**config.mk**
```make
export PLATFORM = sky130hd
export DESIGN_NAME = alu_seq
export DESIGN_NICKNAME = d
export VERILOG_FILES = /design/src/rtl/alu_seq.sv
export SDC_FILE = /design/constraint.sdc
export NUM_CORES = 1
export LEC_CHECK = 0
export BUFFER_PORTS_ARGS = -buffer_cell sky130_fd_sc_hd__buf_2
export CAP_MARGIN = 20
export CELL_PAD_IN_SITES_DETAIL_PLACEMENT = 1
export CELL_PAD_IN_SITES_GLOBAL_PLACEMENT = 2
export CORE_MARGIN = 5
export CORE_UTILIZATION = 29
export CTS_BUF_LIST = sky130_fd_sc_hd__clkbuf_8
export DETAILED_ROUTE_END_ITERATION = 12
export PLACE_DENSITY = 0.87
export SYNTH_ARGS = -nofsm -noshare
export SYNTH_HDL_FRONTEND = slang
export SYNTH_SLANG_ARGS = --single-unit
```
**constraint.sdc**
```tcl
create_clock -name clk -period 4.1 [get_ports clk]
set_clock_uncertainty 0.2 [all_clocks]
set_input_delay 0.205 -clock clk [delete_from_list [all_inputs] [get_ports clk]]
set_output_delay 0.205 -clock clk [all_outputs]
set_load 0.02 [all_outputs]
```
**src/rtl/alu_seq.sv**
```systemverilog
// Multi-precision byte sequencer: runs an N-byte ALU operation on RAM operands,
// LSB byte first, carrying/borrowing between bytes.
module alu_seq #(
    parameter int unsigned ADDR_W = 8,
    parameter int unsigned LEN_W  = 4
) (
    input  logic              clk,
    input  logic              rst,
    input  logic              start,
    input  logic [2:0]        op,
    input  logic [LEN_W-1:0]  len,
    input  logic [ADDR_W-1:0] base_a,
    input  logic [ADDR_W-1:0] base_b,
    input  logic [ADDR_W-1:0] base_r,
    input  logic              cin,
    output logic              busy,
    output logic              done,
    output logic              cy_out,
    output logic [ADDR_W-1:0] mem_addr,
    output logic              mem_re,
    output logic              mem_we,
    output logic [7:0]        mem_wdata,
    input  logic [7:0]        mem_rdata,
    output logic [7:0]        alu_a,
    output logic [7:0]        alu_b,
    output logic [2:0]        alu_op,
    output logic              alu_ci,
    input  logic [7:0]        alu_out,
    input  logic              alu_cy
);

    typedef enum logic [2:0] {
        S_IDLE,
        S_RD_A,
        S_RD_B,
        S_EXEC,
        S_DONE
    } state_t;

    state_t            state;
    logic [2:0]        op_q;
    logic [LEN_W-1:0]  len_q;
    logic [LEN_W-1:0]  idx;
    logic [ADDR_W-1:0] base_a_q;
    logic [ADDR_W-1:0] base_b_q;
    logic [ADDR_W-1:0] base_r_q;
    logic              c;
    logic [7:0]        a_reg;
    logic [8:0]        sub_rhs;
    logic              c_next;
    logic              last_byte;

    // The ALU reports no borrow, so subtract borrow is derived here.
    always_comb begin
        sub_rhs   = {1'b0, mem_rdata} + 9'(c);
        last_byte = (idx == len_q - LEN_W'(1));
        case (op_q)
            3'b000:  c_next = alu_cy;
            3'b001:  c_next = ({1'b0, a_reg} < sub_rhs);
            default: c_next = 1'b0;
        endcase
    end

    // RAM/ALU ports are decoded from state; reset masks them so an in-flight write is dropped.
    always_comb begin
        mem_addr  = '0;
        mem_re    = 1'b0;
        mem_we    = 1'b0;
        mem_wdata = '0;
        alu_a     = '0;
        alu_b     = '0;
        alu_op    = '0;
        alu_ci    = 1'b0;
        if (!rst) begin
            case (state)
                S_RD_A: begin
                    mem_addr = base_a_q + ADDR_W'(idx);
                    mem_re   = 1'b1;
                end
                S_RD_B: begin
                    mem_addr = base_b_q + ADDR_W'(idx);
                    mem_re   = 1'b1;
                end
                S_EXEC: begin
                    alu_a     = a_reg;
                    alu_b     = mem_rdata;
                    alu_op    = op_q;
                    alu_ci    = (op_q == 3'b000 || op_q == 3'b001) ? c : 1'b0;
                    mem_addr  = base_r_q + ADDR_W'(idx);
                    mem_we    = 1'b1;
                    mem_wdata = alu_out;
                end
                default: ;
            endcase
        end
    end

    always_ff @(posedge clk) begin
        if (rst) begin
            state    <= S_IDLE;
            busy     <= 1'b0;
            done     <= 1'b0;
            cy_out   <= 1'b0;
            idx      <= '0;
            op_q     <= '0;
            len_q    <= '0;
            base_a_q <= '0;
            base_b_q <= '0;
            base_r_q <= '0;
            c        <= 1'b0;
            a_reg    <= '0;
        end else begin
            case (state)
                S_IDLE: begin
                    if (start) begin
                        op_q     <= op;
                        len_q    <= len;
                        base_a_q <= base_a;
                        base_b_q <= base_b;
                        base_r_q <= base_r;
                        c        <= cin;
                        idx      <= '0;
                        if (len == '0) begin
                            state  <= S_DONE;
                            done   <= 1'b1;
                            cy_out <= cin;
                        end else begin
                            state <= S_RD_A;
                            busy  <= 1'b1;
                        end
                    end
                end
                S_RD_A: state <= S_RD_B;
                S_RD_B: begin
                    a_reg <= mem_rdata;
                    state <= S_EXEC;
                end
                S_EXEC: begin
                    c <= c_next;
                    if (last_byte) begin
                        state  <= S_DONE;
                        busy   <= 1'b0;
                        done   <= 1'b1;
                        cy_out <= c_next;
                    end else begin
                        idx   <= idx + LEN_W'(1);
                        state <= S_RD_A;
                    end
                end
                S_DONE: begin
                    done  <= 1'b0;
                    state <= S_IDLE;
                end
                default: state <= S_IDLE;
            endcase
        end
    end

endmodule
```
Yosys cells after proc, flatten, opt, wreduce, memory -nomap -nowiden. Index checks and enable logic that the tools add are counted.

Equal/unequal tests: 11. Add/sub/neg operators: 6. Multiplexer cells: 39. Reduce and logical (&&, ||, !) cells: 13. $lt $le $gt $ge: 1.

Operators with widths (count): 8-bit two-way mux (7); 8-bit by 4-bit adder with 8-bit output (3); 8-bit one-hot mux with 3 select lines (1); 1-bit two-way mux (17); 3-bit two-way mux (5); 3-bit one-hot mux with 4 select lines (1); 4-bit AND reduction (3); 2-bit != test, second input constant (5); 8-bit by 1-bit adder with 9-bit output (1); 8-bit by 9-bit less-than comparator with 1-bit output (1); 4-bit two-way mux (2); 1-bit one-hot mux with 2 select lines (4); 4-bit one-hot mux with 2 select lines (1); 3-bit by 1-bit equality test with 1-bit output, second input constant (2); 3-bit by 2-bit equality test with 1-bit output, second input constant (2); 3-bit logical NOT (2); 4-bit by 1-bit adder with 4-bit output, second input constant (1); 4-bit equality test (1); 4-bit logical NOT (1); 2-bit AND reduction (2); 4-bit by 1-bit subtractor with 4-bit output, second input constant (1); 3-bit equality test, second input constant (1); 1-bit one-hot mux with 3 select lines (1); 3-bit AND reduction (1); other kinds (4) (4).

Flip-flop bits (word level): 50. Input port bits: 52. Output and inout port bits: 41.

Depth between registers and ports, before layout.
Depth after elaboration: 5. Gate-level depth with buffers: 15.

Worst setup path before layout. Ideal clock, no wire load.

Path kind: register to output. From: register state[1]. To: output port mem_addr[6]. Stages on the path, launching flop included: 16. Arrival time: 2752 ps. Path buffers: 4. Slack: 943 ps. Cell sequence: dfxtp_1 > buf_4 > nand2b_1 > buf_2 > clkbuf_1 > buf_2 > nand2_1 > o21ai_1 > ha_1 > inv_1 > fa_1 > nor2b_1 > o21ai_0 > a211oi_1 > xor2_1 > nor2_1.

Cells in the longest elaborated chain, start to end: 3. Elaborated cells on any way between the ends: 5. Classes of those cells: eq/ne: 3; mux: 2.

RTL lines: start: declaration (RTL line 40) `state_t state;`; start signal: assignment (RTL line 100) `state <= S_IDLE;`; start signal: assignment (RTL line 124) `state <= S_DONE;`; start signal: assignment (RTL line 128) `state <= S_RD_A;`; 3-bit by 2-bit equality test with 1-bit output or 3-bit by 1-bit equality test with 1-bit output (tied branches) (RTL line 75) `case (state)`; 8-bit one-hot mux with 3 select lines * (RTL line 75); 8-bit two-way mux * (RTL line 74) `if (!rst) begin`; end: declaration (RTL line 19) `output logic [ADDR_W-1:0] mem_addr,`.

Every way passes the cells marked *; elsewhere a longest branch is shown, timed or not.

Final worst setup path.
From: register state[2]. To: output port mem_addr[6].

Same word-level chain as after synthesis.

==> impl_metrics.tcl <==
set metrics [dict create \
    run_status "complete, no violations" \
    rsz0062_at_grt "no" \
    layout-drive-gt1-share_pct 22.8 \
    grt_pass1_wl_um 14900 \
    cp-end-kind "output pin" \
    vias 2966 \
    power_frac_comb_pct 27.8 \
    area_growth_pct 37.3 \
    fmax_mhz 269 \
    hold_depth 3 \
    swShare_pct 32.1 \
    initial_core_util_pct 29.9 \
    dr.pass1.iters 4 \
    cts.sinks 50 \
    yosys.area.top_type "dfxtp_1" \
    cts_buffers 5 \
    postCtsSetupBuffers 0 \
    power_density_mw_per_mm2 345 \
    critPathLaunchType "flip-flop" \
    ant_nets 0 \
    power.total_mw 1.38 \
    clock_latency_ps 310 \
    maxSlewHeadroom_pct 29.8 \
    rrSetupSlack_ps 1500 \
    yosys_most_used_dff "dfxtp_1" \
    top_level_ports 93 \
    tns_ps 0 \
    grt_max_degree 54 \
    peakVddDrop_uv 143 \
    drv_cap 0 \
    die_area_mm2 0.0122 \
    wl_um 9320 \
    p_sw_mw 0.444 \
    gp_congestion 0.858 \
    layout_min_cycle_time_ps 3720 \
    timing.rr.start "c" \
    setup_viol 0 \
    cts_hold_buf 39 \
    antenna_found_initial 0 \
    period_share_pct 90.7 \
    placed_cell_area_mm2 0.00348 \
    core_area_mm2 0.00977 \
    intPower_mw 0.939 \
    grt_pass1_vias 3083 \
    route.detailed.drc 0 \
    clk_pin_slew_worst_paths_ps 90 \
    port_buffers 92 \
    h-tree-depth 2 \
    path_max_fanout 13 \
    syn_nets 444 \
    final_util_pct 41.0 \
    antenna_cells 0 \
    fp.dieH_um 110 \
    cts_resized 0 \
    yosysSeqAreaShare_pct 34.3 \
    yosys_warnings 0 \
    reg2reg_depth 11 \
    startpoint "state[2]" \
    synth-edff-count 0 \
    grt.overflow.total 0 \
    maxSlewViolCount 0 \
    p_clk_share_pct 30.5 \
    netlist_area_mm2 0.00292 \
    critPathKind "reg -> out" \
    cts_tree "done" \
    rows 36 \
    grtUsageTotal_pct 15.5 \
    max_slew.worst_pin.slew_ps 1050 \
    root_buffer "clkbuf_8" \
    holdCritStartpoint "cin" \
    synthCells 376 \
    fillers 1219 \
    die_w_um 110 \
    async_flop_share_pct 0 \
    wire_per_inst_um 14.8 \
    drt_iter0_markers 133 \
    fin_area_mm2 0.00401 \
    holdPathEnd "cy_out" \
    synth_area_leaders "dfxtp_1 34%, nand2_1 10%, a21oi_1 7.5%" \
    hold_class "in -> reg" \
    final-hold-violation-count 0 \
    synth-seq-cells 50 \
    seqPwrFrac_pct 41.7 \
    reg2reg_to "cy_out" \
    viasPerCell 4.72 \
    synth_common_cells "78 x nand2_1, 50 x dfxtp_1, 44 x a21oi_1" \
    yosysUniqueCellTypes 47 \
    dpl.hpwl_um 6810 \
    synth_most_common_cell "nand2_1" \
    final_nets 563 \
    p_leak_nw 1.76 \
    yosysTopAreaCellShare_pct 34.3 \
    cp_data_arrival_time_ps 3310 \
    clockBufferDepth 2 \
    avgSynthCellArea_um2 7.76 \
    required_ps 3690 \
]
==> logic make-up after synthesis <==
kind of cell | count (synthesis) | share of synthesized area (%)
and+or+nand+nor | 162 | 26.9
AOI/OAI and AO/OA | 86 | 17.2
DFF | 50 | 34.3
buffers and inverters | 34 | 4.97
xor gates and xnor gates | 16 | 5.27
adders and majority gates | 16 | 7.12
muxes | 12 | 4.25
==> power by group through the flow <==
stage	registers [mW]	logic, mW	clock network (mW)
after floorplan	0.569	0.263	0
after global placement	0.587	0.347	0
after detailed placement	0.589	0.357	0
after CTS	0.577	0.387	0.438
after global routing	0.583	0.434	0.451
final	0.576	0.384	0.422
==> per-stage QoR <==
step | cells | hold slack [ps] | setup slack, ps
3_5_place_dp | 582 | 247 | 698
5_1_grt | 629 | 21.5 | 72.1
6_report | 629 | 11.2 | 381
3_3_place_gp | 582 | 242 | 843
2_1_floorplan | 376 | 141 | 943
4_1_cts | 629 | 4.38 | 341
==> critical path, cell delays in order, from the launching register on <==
cell and delay [ps]:
dfxtp_1 600, nand2b_1 400, buf_4 270, nand2_1 70, o21ai_1 110, inv_1 90
fa_1 400, nor2b_1 160, o21ai_0 150, a211oi_1 340, xor2_1 180, nor2_1 60
buf_2 170
==> cell type report <==
class,instances,area [um^2],share of cell area [%]
Clock inverter,3,68.8,1.72
Inverter,10,37.5,0.937
Clock buffer,5,68.8,1.72
Sequential cell,50,1000,25.0
Multi-Input combinational cell,292,1780,44.3
Timing Repair Buffer,136,888,22.2
Tap cell,133,166,4.15
==> layout by cell type, fill, tap and decap left out, types with 2 or more instances in the layout <==
cell type | netlist | routed
nor2b_1 | 2 | 2
xnor2_1 | 7 | 7
or3_1 | 2 | 2
mux2_1 | 2 | 2
nand2b_1 | 2 | 2
inv_1 | 10 | 10
o211ai_1 | 3 | 3
xor2_1 | 8 | 8
buf_2 | 8 | 92
a21oi_1 | 44 | 44
a211oi_1 | 7 | 7
nor3_1 | 9 | 8
nor3b_1 | 2 | 2
bufinv_16 | 0 | 2
nand2_1 | 78 | 78
nor2_1 | 19 | 19
clkbuf_8 | 0 | 5
nor4_2 | 2 | 2
o21a_1 | 4 | 4
a21o_1 | 2 | 2
buf_4 | 2 | 5
nand3_1 | 8 | 8
and2_1 | 27 | 27
o21ai_0 | 9 | 9
and3_1 | 3 | 3
o21ai_1 | 10 | 10
mux2i_1 | 9 | 9
dlygate4sd3_1 | 0 | 39
ha_1 | 15 | 15
dfxtp_1 | 50 | 50
==> worst max path at each step <==
stage	end	slack (ps)	depth (start not counted)
5_1_grt	mem_addr[6]	70	12
3_5_place_dp	mem_addr[6]	700	12
3_3_place_gp	mem_addr[6]	840	12
4_1_cts	mem_addr[6]	340	12
6_report	mem_addr[6]	380	12
2_1_floorplan	mem_addr[6]	940	15
==> routing by layer <==
metal / global-route usage, % / part of all wire (%)
met2: 28.2 / 49
met5: 0 / 0
met3: 2.39 / 4.1
met1: 19.2 / 45
met4: 3.69 / 1.2
Note: power is estimated with default switching activity, not from simulation.
